===== src/rtl/ioctl_loader.sv =====
`timescale 1ns / 1ps
// ioctl_loader: turns the hps_io byte-download stream into bounded write
// strobes for the system, holding the core in reset for the whole download
// plus a fixed tail.
//
// Ports
//   clk_sys, reset_n          clock, asynchronous active-low reset
//   ioctl_download/wr/addr/dout/index   download stream from hps_io
//   dn_addr/dn_data/dn_wr     registered write port to system memory
//   dn_index                  index latched at the start of a download
//   core_reset, load_busy     high while loading or in the post-load hold
//   load_done                 one-cycle completion pulse
//   load_error                sticky: a write fell outside the index limit
//   byte_count, checksum      bytes written and their mod-256 sum
module ioctl_loader #(
    parameter int unsigned BIOS_SIZE   = 16384,
    parameter int unsigned FONT_SIZE   = 2048,
    parameter int unsigned POST_CYCLES = 16
) (
    input  logic        clk_sys,
    input  logic        reset_n,
    input  logic        ioctl_download,
    input  logic        ioctl_wr,
    input  logic [24:0] ioctl_addr,
    input  logic [7:0]  ioctl_dout,
    input  logic [7:0]  ioctl_index,
    output logic [13:0] dn_addr,
    output logic [7:0]  dn_data,
    output logic        dn_wr,
    output logic [7:0]  dn_index,
    output logic        core_reset,
    output logic        load_busy,
    output logic        load_done,
    output logic        load_error,
    output logic [24:0] byte_count,
    output logic [7:0]  checksum
);

    localparam int unsigned     CntW    = (POST_CYCLES > 1) ? $clog2(POST_CYCLES) : 1;
    localparam logic [CntW-1:0] CntLoad = CntW'(POST_CYCLES - 1);
    localparam logic [24:0]     BiosLim = 25'(BIOS_SIZE);
    localparam logic [24:0]     FontLim = 25'(FONT_SIZE);

    localparam logic [1:0] StIdle = 2'd0;
    localparam logic [1:0] StLoad = 2'd1;
    localparam logic [1:0] StPost = 2'd2;
    localparam logic [1:0] StDone = 2'd3;

    logic [1:0]      state_q, state_d;
    logic            dl_q;
    logic            armed_q;
    logic [CntW-1:0] cnt_q, cnt_d;
    logic [13:0]     dn_addr_q, dn_addr_d;
    logic [7:0]      dn_data_q, dn_data_d;
    logic            dn_wr_q, dn_wr_d;
    logic [7:0]      dn_index_q, dn_index_d;
    logic            busy_q, busy_d;
    logic            done_q, done_d;
    logic            error_q, error_d;
    logic [24:0]     count_q, count_d;
    logic [7:0]      sum_q, sum_d;

    logic        rise, fall, start;
    logic [24:0] limit;

    // armed_q stays low for the first cycle after reset so a download level
    // that is already high is absorbed into dl_q instead of looking like an edge.
    assign rise  = armed_q & ioctl_download & ~dl_q;
    assign fall  = dl_q & ~ioctl_download;
    assign start = rise && (ioctl_index < 8'd2);
    assign limit = (dn_index_q == 8'd0) ? BiosLim : FontLim;

    always_comb begin
        state_d    = state_q;
        cnt_d      = cnt_q;
        dn_addr_d  = dn_addr_q;
        dn_data_d  = dn_data_q;
        dn_wr_d    = 1'b0;
        dn_index_d = dn_index_q;
        error_d    = error_q;
        count_d    = count_q;
        sum_d      = sum_q;

        case (state_q)
            StIdle: begin
                if (start) state_d = StLoad;
            end
            StLoad: begin
                if (ioctl_wr) begin
                    if (ioctl_addr < limit) begin
                        dn_wr_d   = 1'b1;
                        dn_addr_d = ioctl_addr[13:0];
                        dn_data_d = ioctl_dout;
                        sum_d     = sum_q + ioctl_dout;
                        if (count_q != '1) count_d = count_q + 25'd1;
                    end else begin
                        error_d = 1'b1;
                    end
                end
                if (fall) begin
                    state_d = StPost;
                    cnt_d   = CntLoad;
                end
            end
            StPost: begin
                // A new download restarts loading without dropping core_reset.
                if (start) begin
                    state_d = StLoad;
                end else if (cnt_q == '0) begin
                    state_d = StDone;
                end else begin
                    cnt_d = cnt_q - CntW'(1);
                end
            end
            default: begin
                state_d = StIdle;
            end
        endcase

        if (start && (state_q == StIdle || state_q == StPost)) begin
            dn_index_d = ioctl_index;
            error_d    = 1'b0;
            count_d    = '0;
            sum_d      = '0;
        end

        busy_d = (state_d == StLoad) || (state_d == StPost);
        done_d = (state_d == StDone);
    end

    always_ff @(posedge clk_sys or negedge reset_n) begin
        if (!reset_n) begin
            state_q    <= StIdle;
            dl_q       <= 1'b0;
            armed_q    <= 1'b0;
            cnt_q      <= '0;
            dn_addr_q  <= '0;
            dn_data_q  <= '0;
            dn_wr_q    <= 1'b0;
            dn_index_q <= '0;
            busy_q     <= 1'b0;
            done_q     <= 1'b0;
            error_q    <= 1'b0;
            count_q    <= '0;
            sum_q      <= '0;
        end else begin
            state_q    <= state_d;
            dl_q       <= ioctl_download;
            armed_q    <= 1'b1;
            cnt_q      <= cnt_d;
            dn_addr_q  <= dn_addr_d;
            dn_data_q  <= dn_data_d;
            dn_wr_q    <= dn_wr_d;
            dn_index_q <= dn_index_d;
            busy_q     <= busy_d;
            done_q     <= done_d;
            error_q    <= error_d;
            count_q    <= count_d;
            sum_q      <= sum_d;
        end
    end

    assign dn_addr    = dn_addr_q;
    assign dn_data    = dn_data_q;
    assign dn_wr      = dn_wr_q;
    assign dn_index   = dn_index_q;
    assign core_reset = busy_q;
    assign load_busy  = busy_q;
    assign load_done  = done_q;
    assign load_error = error_q;
    assign byte_count = count_q;
    assign checksum   = sum_q;

endmodule


===== config.mk =====
export PLATFORM = sky130hd
export DESIGN_NAME = ioctl_loader
export DESIGN_NICKNAME = d
export VERILOG_FILES = /design/src/rtl/ioctl_loader.sv
export SDC_FILE = /design/constraint.sdc
export NUM_CORES = 1
export LEC_CHECK = 0
export ABC_CLOCK_PERIOD_IN_PS = 2500
export BUFFER_PORTS_ARGS = -buffer_cell sky130_fd_sc_hd__clkbuf_2
export CELL_PAD_IN_SITES_DETAIL_PLACEMENT = 1
export CELL_PAD_IN_SITES_GLOBAL_PLACEMENT = 1
export CORE_UTILIZATION = 35
export DETAILED_ROUTE_END_ITERATION = 8
export PLACE_DENSITY = 0.75
export SYNTH_ARGS = -nofsm -noshare
export SYNTH_HDL_FRONTEND = slang
export SYNTH_SLANG_ARGS = --single-unit

===== constraint.sdc =====
create_clock -name clk_sys -period 2.5 [get_ports clk_sys]
set_clock_uncertainty 0.05 [all_clocks]
set_input_delay 0.75 -clock clk_sys [delete_from_list [all_inputs] [get_ports clk_sys]]
set_output_delay 0.75 -clock clk_sys [all_outputs]
set_load 0.02 [all_outputs]

==> results.toml, run 1 <==
[layout]
syn_to_final_growth_pct = 32.62
antenna_cells = 0
layout-drive-gt1-share_pct = 35.49
fin_area_um2 = 5152
nFillCells = 1276
nets = 593
fin_cells = 681

[synth]
synth-edff-count = 0
ys_ff_latch = 75
synth_top_area_cell = "dfrtp_1"
synth.net_count = 457
async_flop_share_pct = 100.0
syn_area_per_cell_um2 = 9.712
synth_warnings = 0
synth.distinct_cells = 55
syn_inst = 400
ys.flop_type = "dfrtp_1"
synth.area.top_cells = "dfrtp_1 (48%), nand2_1 (8.1%), ha_1 (3.5%)"
synth_area_um2 = 3885
netlist.area_leader.share_pct = 48.31
yosysSeqAreaShare_pct = 48.31

[hold_path]
hp-class = "input port to asynchronous set/reset pin"

[drt]
detail-route-antenna-nets = 0
drtIter0Drc = 109
first_pass_iters = 4
drc_errors = 0
routed_wl_um = 11510
viasPerCell = 5.233
wire_per_inst_um = 16.90
vias = 3564

[status]
status = "finished clean"

[critical_path]
cp_max_fo = 5
r2r_slack_ns = 0.02
critPathLaunchType = "flip-flop"
crit_arrival_ns = 2.73
required_ns = 2.75
end_kind = "flip-flop"
ff2ff_path_depth = 9
worstSetupPathType = "flip-flop to flip-flop"

[clock_network]
h-tree-depth = 3
clkLatencyLatePin_ns = 0.36
cts_made_buffers = 9
root_buffer = "clkbuf_8"
clkTransAtPathRegs_ns = 0.09
clock-sinks = 75
cts_buffer_depth = 2
cts_tree = "yes"

[die]
die_y_um = 107.4
fp-row-count = 38
core_area_um2 = 10840
io_pins = 113
start_util_pct = 35.84
fp.dieW_um = 107.4
dieArea_um2 = 11530

[global_route]
antenna_found_initial = 0
grt_pass1_wl_um = 18470
grt_pass1_vias = 3699
gr-usage-all-layers_pct = 20.70
grt_max_degree = 43
overflow = 0

[timing]
hold_viol_final = 0
setup_viol = 0
finalCriticalPeriod_ns = 2.483
drv_slew = 0
max_freq_mhz = 402.7
worst_pin_slew_ns = 0.6237
slew_headroom_pct = 58.33
rsz0062_at_grt = "true"
setup_slack_ns = 0.01706
worst_hold_slack_ns = 0.2895
post-route-period-util_pct = 99.32

[placed_design]
dpl.hpwl_um = 7933
numPortBuffers = 112
dp_slack_ns = -0.3784
dpl.cell_count = 661
place_area_um2 = 4785
place_congestion = 0.7759

[run]
drv_cap = 0

[power_and_ir_drop]
p_leak_nw = 2.632
vdd_drop_max_uv = 262.6
power_w = 0.002636
p_per_area_nw_per_um2 = 511.6
-- routing by layer --
layer	wire, µm	part of all wire (%)	global-route usage, %	vias to the layer above
li1	-	-	-	1705
met1	5238	46	26.48	1763
met2	5711	50	34.98	82
met3	380	3.3	3.692	14
met4	179	1.6	7.436	0
met5	0	0	0	-
-- worst max-delay path, stage by stage, from the launching register on --
cell and delay (ns):
dfrtp_2 0.43, nor4_4 0.30, nand2_1 0.10, ha_2 0.19, nor4_4 0.13, and3_4 0.24
o2111ai_4 0.21, buf_6 0.24, or4_4 0.42, a21oi_2 0.12
-- cells in the final DEF, fill, tap and decap left out, drive strengths merged, types with 3 or more instances in the layout --
cell,n
clkbuf,122
nand2,84
dfrtp,75
buf,36
nand3,18
a21oi,17
inv,16
o21ai,14
nand2b,12
ha,11
nand4,11
nor3,10
and2,9
mux2i,8
and3,8
nor4,8
o31ai,7
or3,7
nor2,6
o311ai,6
o41ai,6
o2111ai,6
nor2b,5
or4,5
o211ai,4
and4,3
-- sequential cells by signal, summed over array words and instances (netlist names) --
signal      cells
state_q         2
load_done       1
armed_q         1
dn_addr        14
dn_data         8
dl_q            1
dn_wr           1
core_reset      1
load_error      1
dn_index        8
byte_count     25
cnt_q           4
checksum        8
-- synthesized netlist by cell type (2+ instances only) --
library cell  count
a211oi_1          2
a21o_1            2
a21oi_1          15
a21oi_2           2
and2_1            9
and3_1            8
and4_1            3
buf_1             2
buf_12            2
buf_2             9
buf_4             3
buf_6             2
clkbuf_1          5
dfrtp_1          75
ha_1             11
inv_1            15
mux2i_1           8
nand2_1          84
nand2b_1         12
nand3_1          18
nand4_1           9
nand4_2           2
nor2_1            5
nor2b_1           5
nor3_1           10
nor3b_1           2
nor4_1            7
nor4bb_1          2
o2111ai_1         4
o211ai_1          4
o21ai_0          14
o311ai_1          5
o31ai_1           7
o41ai_1           6
or3_1             7
or4_1             4
xor2_1            2
-- cells by family after synthesis --
logic type / Yosys count / synth area share [%]
simple gates: 193 / 26.09
other cells: 1 / 0.09653
buf+inv: 38 / 5.475
fa+ha+maj: 12 / 4.058
compound gates: 70 / 13.24
flops: 75 / 48.31
xor+xnor: 3 / 0.6765
mux: 8 / 2.061
-- area by class of cell --
cell class              count  area [µm²]  area share, %
clock buffers              11       151.4          2.938
repair buffers            147       864.6          16.78
inverters                  15       56.30          1.093
well taps                 140       175.2          3.400
clock inverters             5       60.06          1.166
multi-input cells         288        1964          38.13
flip-flops and latches     75        1881          36.50
-- metrics by stage --
stage	util [%]	TNS, ns
after floorplan	-	0
after global placement	44.14	-6.412
after detailed placement	44.14	-9.090
after CTS	46.80	-0.003536
after global routing	47.53	-3.088
final	47.53	0
-- final timing paths --
check                            start        endpoint
min in group clk_sys        dn_data[5]      dn_data[5]
max in group asynchronous      reset_n  byte_count[21]
hold / removal                 reset_n     checksum[1]
setup reg to reg           dn_index[6]   byte_count[7]
hold reg to reg             dn_data[5]      dn_data[5]
setup / recovery           dn_index[6]   byte_count[7]
-- timing repair --
item | in CTS | in global routing
cloned | 1 | 0
hold endpoints to repair | 0 | 0
resized for setup | 13 | 13
hold buffers | 0 | 0
setup endpoints to repair | 49 | 49
setup buffers | 5 | 1
pin swaps | 18 | 7
-- where the power goes --
part	switching (W)	total, W	internal (W)
Combinational	0.000169	0.000302	0.000133
Clock	0.000489	0.00101	0.000520
Sequential	0.0000550	0.00133	0.00127
Note: power is estimated with default switching activity, not from simulation.
==> inputs of run 2 (changes only) <==
Settings changed: CORE_MARGIN set to 5.
==> run 2 against run 1 <==
  * The flow now finishes with violations (setup timing)
  * Maximum frequency shrank 1.6%
  * Largest cell class unchanged
  * Die area is 15% higher
  * Sequential share of layout area shrank 2.0 points
  * Largest power group unchanged
==> results.toml, run 2 (same netlist as run 1, synthesis figures left out) <==
[critical_path]
worstSetupPathType = "flip-flop to flip-flop"
crit_arrival_ns = 2.77
end_kind = "flip-flop"
cp_max_fo = 8
required_ns = 2.75
critPathLaunchType = "flip-flop"

[placed_design]
numPortBuffers = 112
dp_slack_ns = -0.3713
place_congestion = 0.7915
dpl.cell_count = 659
dpl.hpwl_um = 8624
place_area_um2 = 4770

[layout]
syn_to_final_growth_pct = 40.77
layout-drive-gt1-share_pct = 40.22
final_cell_mix = "clkbuf_2 (111), nand2_1 (84), dfrtp_1 (69), buf_4 (28), nand3_1 (18)"
fin_area_um2 = 5469
largest_reg_flops = 25
final_common_cell = "clkbuf_2"
fin_cells = 687
nets = 599
antenna_cells = 0

[die]
die_y_um = 115.4
fp-row-count = 38
fp.dieW_um = 115.4
io_pins = 113
dieArea_um2 = 13310
start_util_pct = 35.84
core_area_um2 = 10840

[global_route]
antenna_found_initial = 0
grt_pass1_vias = 3958
grt_pass1_wl_um = 20470
gr-usage-all-layers_pct = 19.58
overflow = 0
grt_max_degree = 36

[drt]
detail-route-antenna-nets = 0
first_pass_iters = 4
routed_wl_um = 12980
wire_per_inst_um = 18.90
vias = 3728
drtIter0Drc = 189
viasPerCell = 5.426
drc_errors = 0

[timing]
max_freq_mhz = 396.2
finalCriticalPeriod_ns = 2.524
drv_slew = 0
post-route-period-util_pct = 101.0
setup_viol = 8
worst_hold_slack_ns = 0.2644
hold_viol_final = 0
setup_slack_ns = -0.02409
worst_pin_slew_ns = 0.8311
rsz0062_at_grt = "true"
slew_headroom_pct = 43.84
fin_tns_setup_ns = -0.09591

[clock_network]
cts_made_buffers = 9
root_buffer = "clkbuf_8"
ctsHoldBuffers = 0
cts_buffer_depth = 2
cts_tree = "yes"
clkLatencyLatePin_ns = 0.37
h-tree-depth = 3
clock-sinks = 75
clkTransAtPathRegs_ns = 0.09

[power_and_ir_drop]
p_per_area_nw_per_um2 = 509.0
vdd_drop_max_uv = 245.8
p_leak_nw = 2.728

[hold_path]
hp-class = "input port to asynchronous set/reset pin"

[run]
drv_cap = 0

[status]
status = "finished, violations left"
violations = "setup timing"
## run 2: metal layers
metal | global-route usage (%) | up-vias | share of wire [%]
met5 | 0 | - | 0
met3 | 3.053 | 22 | 4.7
met4 | 7.981 | 0 | 2.2
met2 | 33.80 | 112 | 51
li1 | - | 1724 | -
met1 | 24.43 | 1870 | 42
## run 2: final timing paths
| path | startpoint | depth (start not counted) | to | slack [ns] |
|---|---|---|---|---|
| worst min-delay path | reset_n | 1 | byte_count[2] | 0.26 |
| worst max-delay path | dn_index[3] | 9 | byte_count[9] | -0.02 |
| max in group asynchronous | reset_n | 2 | dn_index[2] | 1.52 |
| min in group clk_sys | dn_addr[1] | 2 | dn_addr[1] | 0.44 |
| worst min register to register | dn_addr[1] | 2 | dn_addr[1] | 0.44 |
| worst max register to register | dn_index[3] | 9 | byte_count[9] | -0.02 |
## run 2: per-stage QoR
step | power, W | utilization (%)
2_1_floorplan | 0.001507 | -
4_1_cts | 0.002812 | 48.22
3_5_place_dp | 0.001646 | 44.00
6_report | 0.002784 | 50.45
3_3_place_gp | 0.001623 | 44.00
5_1_grt | 0.002909 | 50.45
## run 2: final cells by class
type / count / area (µm²)
Clock inverter: 7 / 116.4
Multi-Input combinational cell: 289 / 2133
Timing Repair Buffer: 152 / 977.2
Inverter: 15 / 58.81
Clock buffer: 9 / 123.9
Tap cell: 140 / 175.2
Fill cell: 1263 / 5371
Sequential cell: 75 / 1884
## run 2: what timing repair did
action | CTS | global route
cloned | 2 | 3
pin swaps | 16 | 14
setup buffers | 5 | 3
resized for setup | 26 | 40
endpoints found under the setup margin | 55 | 53
## run 2: where the power goes
group	switching [W]	total (W)	internal [W]
clock	0.000498	0.00116	0.000661
combinational	0.000174	0.000300	0.000127
sequential	0.0000537	0.00132	0.00127
total	0.000725	0.00278	0.00206
## run 2: worst max-delay path: stages (launching register included)
cell and delay (ns):
dfrtp_1 0.41, nor4_4 0.07, buf_4 0.14, buf_4 0.13, a2111oi_4 0.62, o2111ai_4 0.17
buf_12 0.21, buf_12 0.14, or3_4 0.38, a21oi_2 0.13
